**config.mk**
```make
export PLATFORM = sky130hd
export DESIGN_NAME = dm_port_arbiter
export DESIGN_NICKNAME = d
export VERILOG_FILES = /design/src/rtl/dm_arb_pkg.sv /design/src/rtl/dm_lane_fmt.sv /design/src/rtl/dm_port_arbiter.sv
export SDC_FILE = /design/constraint.sdc
export NUM_CORES = 1
export LEC_CHECK = 0
export CAP_MARGIN = 20
export CELL_PAD_IN_SITES_DETAIL_PLACEMENT = 1
export CELL_PAD_IN_SITES_GLOBAL_PLACEMENT = 1
export CORE_ASPECT_RATIO = 1.4
export CORE_UTILIZATION = 34
export DETAILED_ROUTE_END_ITERATION = 16
export GPL_TIMING_DRIVEN = 0
export PLACE_DENSITY = 0.94
export SETUP_SLACK_MARGIN = 0.2
export SLEW_MARGIN = 20
export SYNTH_ARGS = -nofsm -noshare
export SYNTH_HDL_FRONTEND = slang
export SYNTH_SLANG_ARGS = --single-unit
```
**constraint.sdc**
```tcl
create_clock -name clk -period 5.1 [get_ports clk]
set_input_delay 0.765 -clock clk [delete_from_list [all_inputs] [get_ports clk]]
set_output_delay 0.765 -clock clk [all_outputs]
set_load 0.005 [all_outputs]
```
**src/rtl/dm_arb_pkg.sv**
```systemverilog
// dm_arb_pkg
// Shared definitions for the data-memory port arbiter: access length
// encodings and the sequencer state encoding.
package dm_arb_pkg;

    localparam logic [1:0] LEN_BYTE = 2'b00;
    localparam logic [1:0] LEN_HALF = 2'b01;
    localparam logic [1:0] LEN_RSVD = 2'b10;
    localparam logic [1:0] LEN_WORD = 2'b11;

    typedef enum logic [1:0] {
        S_IDLE  = 2'd0,
        S_READ  = 2'd1,
        S_WAIT  = 2'd2,
        S_WRITE = 2'd3
    } arb_state_t;

endpackage

```
**src/rtl/dm_lane_fmt.sv**
```systemverilog
// dm_lane_fmt
// Combinational lane handling for one latched access (little-endian lanes).
//   i_addr_lo  : byte offset of the access within the word
//   i_len      : access length (byte / half / word; reserved treated as word)
//   i_sign     : sign-extend a sub-word load
//   i_wdata    : right-aligned store data
//   i_mem_dout : word read from memory
//   o_merged   : i_mem_dout with the store lanes replaced by i_wdata
//   o_load     : extracted and extended load result
// Misaligned low bits are ignored here: a half uses only i_addr_lo[1], a word
// ignores i_addr_lo entirely.
module dm_lane_fmt
    import dm_arb_pkg::*;
(
    input  logic [1:0]  i_addr_lo,
    input  logic [1:0]  i_len,
    input  logic        i_sign,
    input  logic [31:0] i_wdata,
    input  logic [31:0] i_mem_dout,
    output logic [31:0] o_merged,
    output logic [31:0] o_load
);

    logic [7:0]  w_byte;
    logic [15:0] w_half;

    assign w_byte = i_mem_dout[{i_addr_lo, 3'b000} +: 8];
    assign w_half = i_addr_lo[1] ? i_mem_dout[31:16] : i_mem_dout[15:0];

    always_comb begin
        o_load   = i_mem_dout;
        o_merged = i_wdata;
        case (i_len)
            LEN_BYTE: begin
                o_load   = {{24{i_sign & w_byte[7]}}, w_byte};
                o_merged = i_mem_dout;
                o_merged[{i_addr_lo, 3'b000} +: 8] = i_wdata[7:0];
            end
            LEN_HALF: begin
                o_load   = {{16{i_sign & w_half[15]}}, w_half};
                o_merged = i_mem_dout;
                if (i_addr_lo[1]) o_merged[31:16] = i_wdata[15:0];
                else              o_merged[15:0]  = i_wdata[15:0];
            end
            default: begin
                o_load   = i_mem_dout;
                o_merged = i_wdata;
            end
        endcase
    end

endmodule

```
**src/rtl/dm_port_arbiter.sv**
```systemverilog
// dm_port_arbiter
// Two-port round-robin arbiter and access sequencer for a single-ported,
// synchronous-read data memory. Sub-word stores are read-modify-write,
// sub-word loads are lane-extracted and extended.
//   clk, reset            : clock, synchronous active-high reset
//   req/we/addr/wdata/len/sign 0,1 : requester inputs
//   gnt0/gnt1             : combinational accept
//   done0/done1, err      : registered completion pulse and its error flag
//   rdata                 : registered load result
//   mem_addr/mem_we/mem_din/mem_dout : memory interface
// Optional feature macro: DM_ARB_ALIGN_CHECK_EN (misaligned / reserved-length
// accesses complete with err=1 and never touch memory).
//
// state   | meaning
// --------+-----------------------------------------------------------
// S_IDLE  | arbitrate, latch the winning request
// S_READ  | memory address presented, read in flight
// S_WAIT  | read data valid: finish load, build RMW word, or report err
// S_WRITE | memory write issued, done pulses next cycle
module dm_port_arbiter
    import dm_arb_pkg::*;
#(
    parameter int ADDR_W = 14
) (
    input  logic              clk,
    input  logic              reset,
    input  logic              req0,
    input  logic              we0,
    input  logic [31:0]       addr0,
    input  logic [31:0]       wdata0,
    input  logic [1:0]        len0,
    input  logic              sign0,
    input  logic              req1,
    input  logic              we1,
    input  logic [31:0]       addr1,
    input  logic [31:0]       wdata1,
    input  logic [1:0]        len1,
    input  logic              sign1,
    output logic              gnt0,
    output logic              gnt1,
    output logic              done0,
    output logic              done1,
    output logic [31:0]       rdata,
    output logic              err,
    output logic [ADDR_W-1:0] mem_addr,
    output logic              mem_we,
    output logic [31:0]       mem_din,
    input  logic [31:0]       mem_dout
);

    arb_state_t        r_state;
    logic              r_ptr;
    logic              r_port;
    logic              r_we;
    logic [1:0]        r_addr_lo;
    logic [1:0]        r_len;
    logic              r_sign;
    logic [31:0]       r_wdata;
    logic              r_fault;
    logic [ADDR_W-1:0] r_mem_addr;
    logic              r_mem_we;
    logic [31:0]       r_wbuf;
    logic [31:0]       r_rdata;
    logic              r_done0;
    logic              r_done1;
    logic              r_err;

    logic              w_any;
    logic              w_sel;
    logic              w_idle;
    logic              w_we;
    logic [31:0]       w_addr;
    logic [31:0]       w_wdata;
    logic [1:0]        w_len;
    logic              w_sign;
    logic              w_misalign;
    logic              w_word_st;
    logic [31:0]       w_merged;
    logic [31:0]       w_load;
    logic              w_unused_addr;

    // Both requesting: the port not granted last wins. Otherwise the lone
    // requester wins regardless of the pointer.
    assign w_any  = req0 | req1;
    assign w_sel  = (req0 & req1) ? ~r_ptr : req1;
    assign w_idle = (r_state == S_IDLE) & ~reset;

    assign gnt0 = w_idle & w_any & ~w_sel;
    assign gnt1 = w_idle & w_any &  w_sel;

    assign w_we    = w_sel ? we1    : we0;
    assign w_addr  = w_sel ? addr1  : addr0;
    assign w_wdata = w_sel ? wdata1 : wdata0;
    assign w_len   = w_sel ? len1   : len0;
    assign w_sign  = w_sel ? sign1  : sign0;

    assign w_unused_addr = ^w_addr[31:ADDR_W];

`ifdef DM_ARB_ALIGN_CHECK_EN
    assign w_misalign = ((w_len == LEN_HALF) & w_addr[0])
                      | ((w_len == LEN_WORD) & (w_addr[1:0] != 2'b00))
                      |  (w_len == LEN_RSVD);
`else
    assign w_misalign = 1'b0;
`endif

    // Full-word stores (reserved length counts as word when unchecked) skip
    // the read and go straight to WRITE.
    assign w_word_st = w_we & ~w_misalign &
                       ((w_len == LEN_WORD) | (w_len == LEN_RSVD));

    dm_lane_fmt u_lane_fmt (
        .i_addr_lo  (r_addr_lo),
        .i_len      (r_len),
        .i_sign     (r_sign),
        .i_wdata    (r_wdata),
        .i_mem_dout (mem_dout),
        .o_merged   (w_merged),
        .o_load     (w_load)
    );

    always_ff @(posedge clk) begin
        if (reset) begin
            r_state    <= S_IDLE;
            r_ptr      <= 1'b1;
            r_port     <= 1'b0;
            r_we       <= 1'b0;
            r_addr_lo  <= 2'b00;
            r_len      <= LEN_BYTE;
            r_sign     <= 1'b0;
            r_wdata    <= 32'h0;
            r_fault    <= 1'b0;
            r_mem_addr <= '0;
            r_mem_we   <= 1'b0;
            r_wbuf     <= 32'h0;
            r_rdata    <= 32'h0;
            r_done0    <= 1'b0;
            r_done1    <= 1'b0;
            r_err      <= 1'b0;
        end else begin
            r_done0  <= 1'b0;
            r_done1  <= 1'b0;
            r_err    <= 1'b0;
            r_mem_we <= 1'b0;
            r_wbuf   <= 32'h0;
            case (r_state)
                S_IDLE: begin
                    if (w_any) begin
                        r_ptr      <= w_sel;
                        r_port     <= w_sel;
                        r_we       <= w_we;
                        r_addr_lo  <= w_addr[1:0];
                        r_len      <= w_len;
                        r_sign     <= w_sign;
                        r_wdata    <= w_wdata;
                        r_fault    <= w_misalign;
                        r_mem_addr <= {w_addr[ADDR_W-1:2], 2'b00};
                        if (w_misalign) begin
                            r_state <= S_WAIT;
                        end else if (w_word_st) begin
                            // r_wbuf doubles as the registered mem_din
                            r_mem_we <= 1'b1;
                            r_wbuf   <= w_wdata;
                            r_state  <= S_WRITE;
                        end else begin
                            r_state <= S_READ;
                        end
                    end
                end
                S_READ: r_state <= S_WAIT;
                S_WAIT: begin
                    if (r_fault) begin
                        r_done0 <= ~r_port;
                        r_done1 <=  r_port;
                        r_err   <= 1'b1;
                        r_rdata <= 32'h0;
                        r_state <= S_IDLE;
                    end else if (!r_we) begin
                        r_done0 <= ~r_port;
                        r_done1 <=  r_port;
                        r_rdata <= w_load;
                        r_state <= S_IDLE;
                    end else begin
                        r_mem_we <= 1'b1;
                        r_wbuf   <= w_merged;
                        r_state  <= S_WRITE;
                    end
                end
                S_WRITE: begin
                    r_done0 <= ~r_port;
                    r_done1 <=  r_port;
                    r_state <= S_IDLE;
                end
                default: r_state <= S_IDLE;
            endcase
        end
    end

    assign done0    = r_done0;
    assign done1    = r_done1;
    assign err      = r_err;
    assign rdata    = r_rdata;
    assign mem_addr = r_mem_addr;
    assign mem_we   = r_mem_we;
    assign mem_din  = r_wbuf;

endmodule

```
==> results.json <==
{
  "cts-root-buf": "clkbuf_16",
  "io_pins": 256,
  "area_growth_pct": 49.1,
  "worstHoldPathType": "reg -> reg",
  "postCtsHoldBufs": 0,
  "dr.first_iter.drc_count": 626,
  "relSlewSlack_pct": 42.4,
  "synth_fa_ha_area_share_pct": 1.00,
  "synth_area_leader_cell": "dfxtp_1",
  "dpl.hpwl_um": 20500,
  "status": "completed",
  "skew_ps": 5.52,
  "grt_first_pass_wirelength_um": 42200,
  "synth-xor-area-share_pct": 0,
  "cts_sinks": 121,
  "ir_worst_vdd_mv": 0.243,
  "clock_latency_ps": 420,
  "cpPeakStageDelay_ps": 590,
  "syn_inst": 676,
  "min_period_over_period_pct": 76.1,
  "path_cells": "clkdlybuf4s50_1 -> clkbuf_1 -> clkbuf_1 -> and3b_1 -> clkdlybuf4s50_1",
  "endpoint_kind": "output pin",
  "clk_pin_slew_worst_paths_ps": 60,
  "avgViaCountPerCell": 5.93,
  "synth_area_leaders": "dfxtp_1, mux2i_1, a211oi_1, nor2_1, a221oi_1",
  "synth_edf_count": 0,
  "layout_common_cells": "clkdlybuf4s50_1, dfxtp_1, nor2_1",
  "seq_area_frac_synth_pct": 38.7,
  "final_nets": 1090,
  "die_w_um": 117,
  "ys_types": 59,
  "hold_viol": 0,
  "synthSimpleGateAreaFrac_pct": 12.0,
  "cts_tree": "yes",
  "fmax_mhz": 258,
  "vias": 6917,
  "gp_congestion": 0.944,
  "cp_data_arrival_time_ps": 3110,
  "worstMarginPinSlew_ps": 861,
  "antenna_found_initial": 1,
  "cp_slowest_cell": "clkbuf_1",
  "yosys_warnings": 0,
  "synth_compound_area_share_pct": 27.2,
  "powerDensity_mw_per_mm2": 361,
  "post_cts_buffers": 0,
  "chipHeight_um": 163,
  "drv_cap": 0,
  "initial_core_util_pct": 34.8,
  "worstPathRequired_ps": 4340,
  "final_common_cell": "clkdlybuf4s50_1",
  "muxShareOfSynthArea_pct": 13.4,
  "post_cts_resized": 0,
  "routed_wl_um": 28000,
  "total_leakage_power_nw": 3.40,
  "detail-route-antenna-nets": 0,
  "io_buffer_count": 216,
  "async_flop_share_pct": 0,
  "rows": 58,
  "core_mm2": 0.0180,
  "syn_area_per_cell_um2": 9.25,
  "rsz0062_at_grt": "no",
  "drc": 0,
  "ys_ff_latch": 121,
  "synth_area_mm2": 0.00626,
  "first_pass_iters": 6,
  "die-area_mm2": 0.0190,
  "crit_path_start_kind": "primary input",
  "grtUsageTotal_pct": 30.0,
  "final_layout_size_suffix_gt1_share_pct": 10.3,
  "synth_top_area_share_pct": 38.7,
  "final-max-slew-violation-count": 0,
  "fin_setup_tns_ps": 0,
  "crit_fanout": 10,
  "finalSetupViolations": 0,
  "wl_per_cell_um": 24.0,
  "grt_pass1_vias": 7346,
  "gr-total-overflow": 0,
  "post-route-min-period_ps": 3880,
  "synth-main-ff-cell": "dfxtp_1",
  "cts.path.max_buffers": 2,
  "finalPower_w": 0.00337,
  "path_class": "in -> out",
  "grt_max_degree": 17,
  "synth_top_family_by_area": "compound AO/OA/AOI/OAI gates",
  "tritoncts.num_buffers": 17,
  "htreeDepth": 4
}
[kinds of logic after synthesis]
family,Yosys count
AOI/OAI and AO/OA,222
and+or+nand+nor,169
muxes,75
other,1
buffers and inverters,83
DFF,121
adders and majority gates,5
[power by group]
group	leakage (nW)	switching, W	total [W]	internal, W
combinational	2.12	0.000552	0.00101	0.000455
clock	0.284	0.000459	0.00123	0.000770
sequential	0.994	0.0000811	0.00113	0.00105
total	3.40	0.00109	0.00337	0.00227
[metal layers]
layer	global-route usage (%)	share of wire, %
met5	0	0
met4	20.6	6.7
met3	6.25	6.8
met2	51.8	50
met1	32.3	36
[sequential cells by signal (all words and copies together) (netlist names)]
register   flops
r_addr_lo      2
r_we           1
r_state        2
r_port         1
r_len          2
done1          1
r_wdata       32
done0          1
rdata         32
r_sign         1
mem_din       32
mem_we         1
r_ptr          1
mem_addr      12
[stage by stage]
step	hold WS [ps]	cell area, um2	worst slack (ps)	util [%]	std cells
after detailed placement	462	8730	1420	48.5	1134
after global placement	432	8730	1440	48.5	1134
after floorplan	414	6260	2840	-	678
after global routing	498	9330	1200	51.8	1167
final	488	9330	1220	51.8	1167
after CTS	478	9330	1310	51.8	1166
[Yosys cell counts (3+ instances only)]
library cell	instances
a221oi_1	23
buf_1	3
o21ai_0	28
ha_1	5
a211oi_1	79
a22oi_1	8
mux4_2	7
nand2_1	51
buf_8	3
o2bb2ai_1	8
mux2i_1	68
buf_4	17
a211oi_2	4
nand3_1	3
or2_1	3
buf_2	17
a21o_1	7
clkbuf_1	20
o32ai_1	23
o221ai_1	7
nor2b_1	6
buf_6	6
a21oi_1	10
o22ai_1	7
inv_1	15
nor2_1	87
dfxtp_1	121
[worst max-delay path, delay by kind of cell]
kind,cells,cell delay (ps)
and+or+nand+nor,1,250
buffers and inverters,4,2090
[worst paths after layout]
path | start | endpoint | slack [ps] | depth (start not counted)
max | reset | gnt1 | 1220 | 5
min | r_port | done0 | 490 | 1
max reg2reg | r_addr_lo[1] | mem_din[2] | 2310 | 9
min reg2reg | r_port | done0 | 490 | 1
[final cells by class]
class                      instances  area, um2
timing repair buffer             216       2160
buffer                            67        417
clock inverter                    10        118
sequential                       121       2420
fill                            2079       8670
clock buffer                      22        484
multi-input combinational        474       3360
inverter                          16       60.1
antenna                            1       2.50
tap                              240        300
Power figures use the tool's default switching activity.
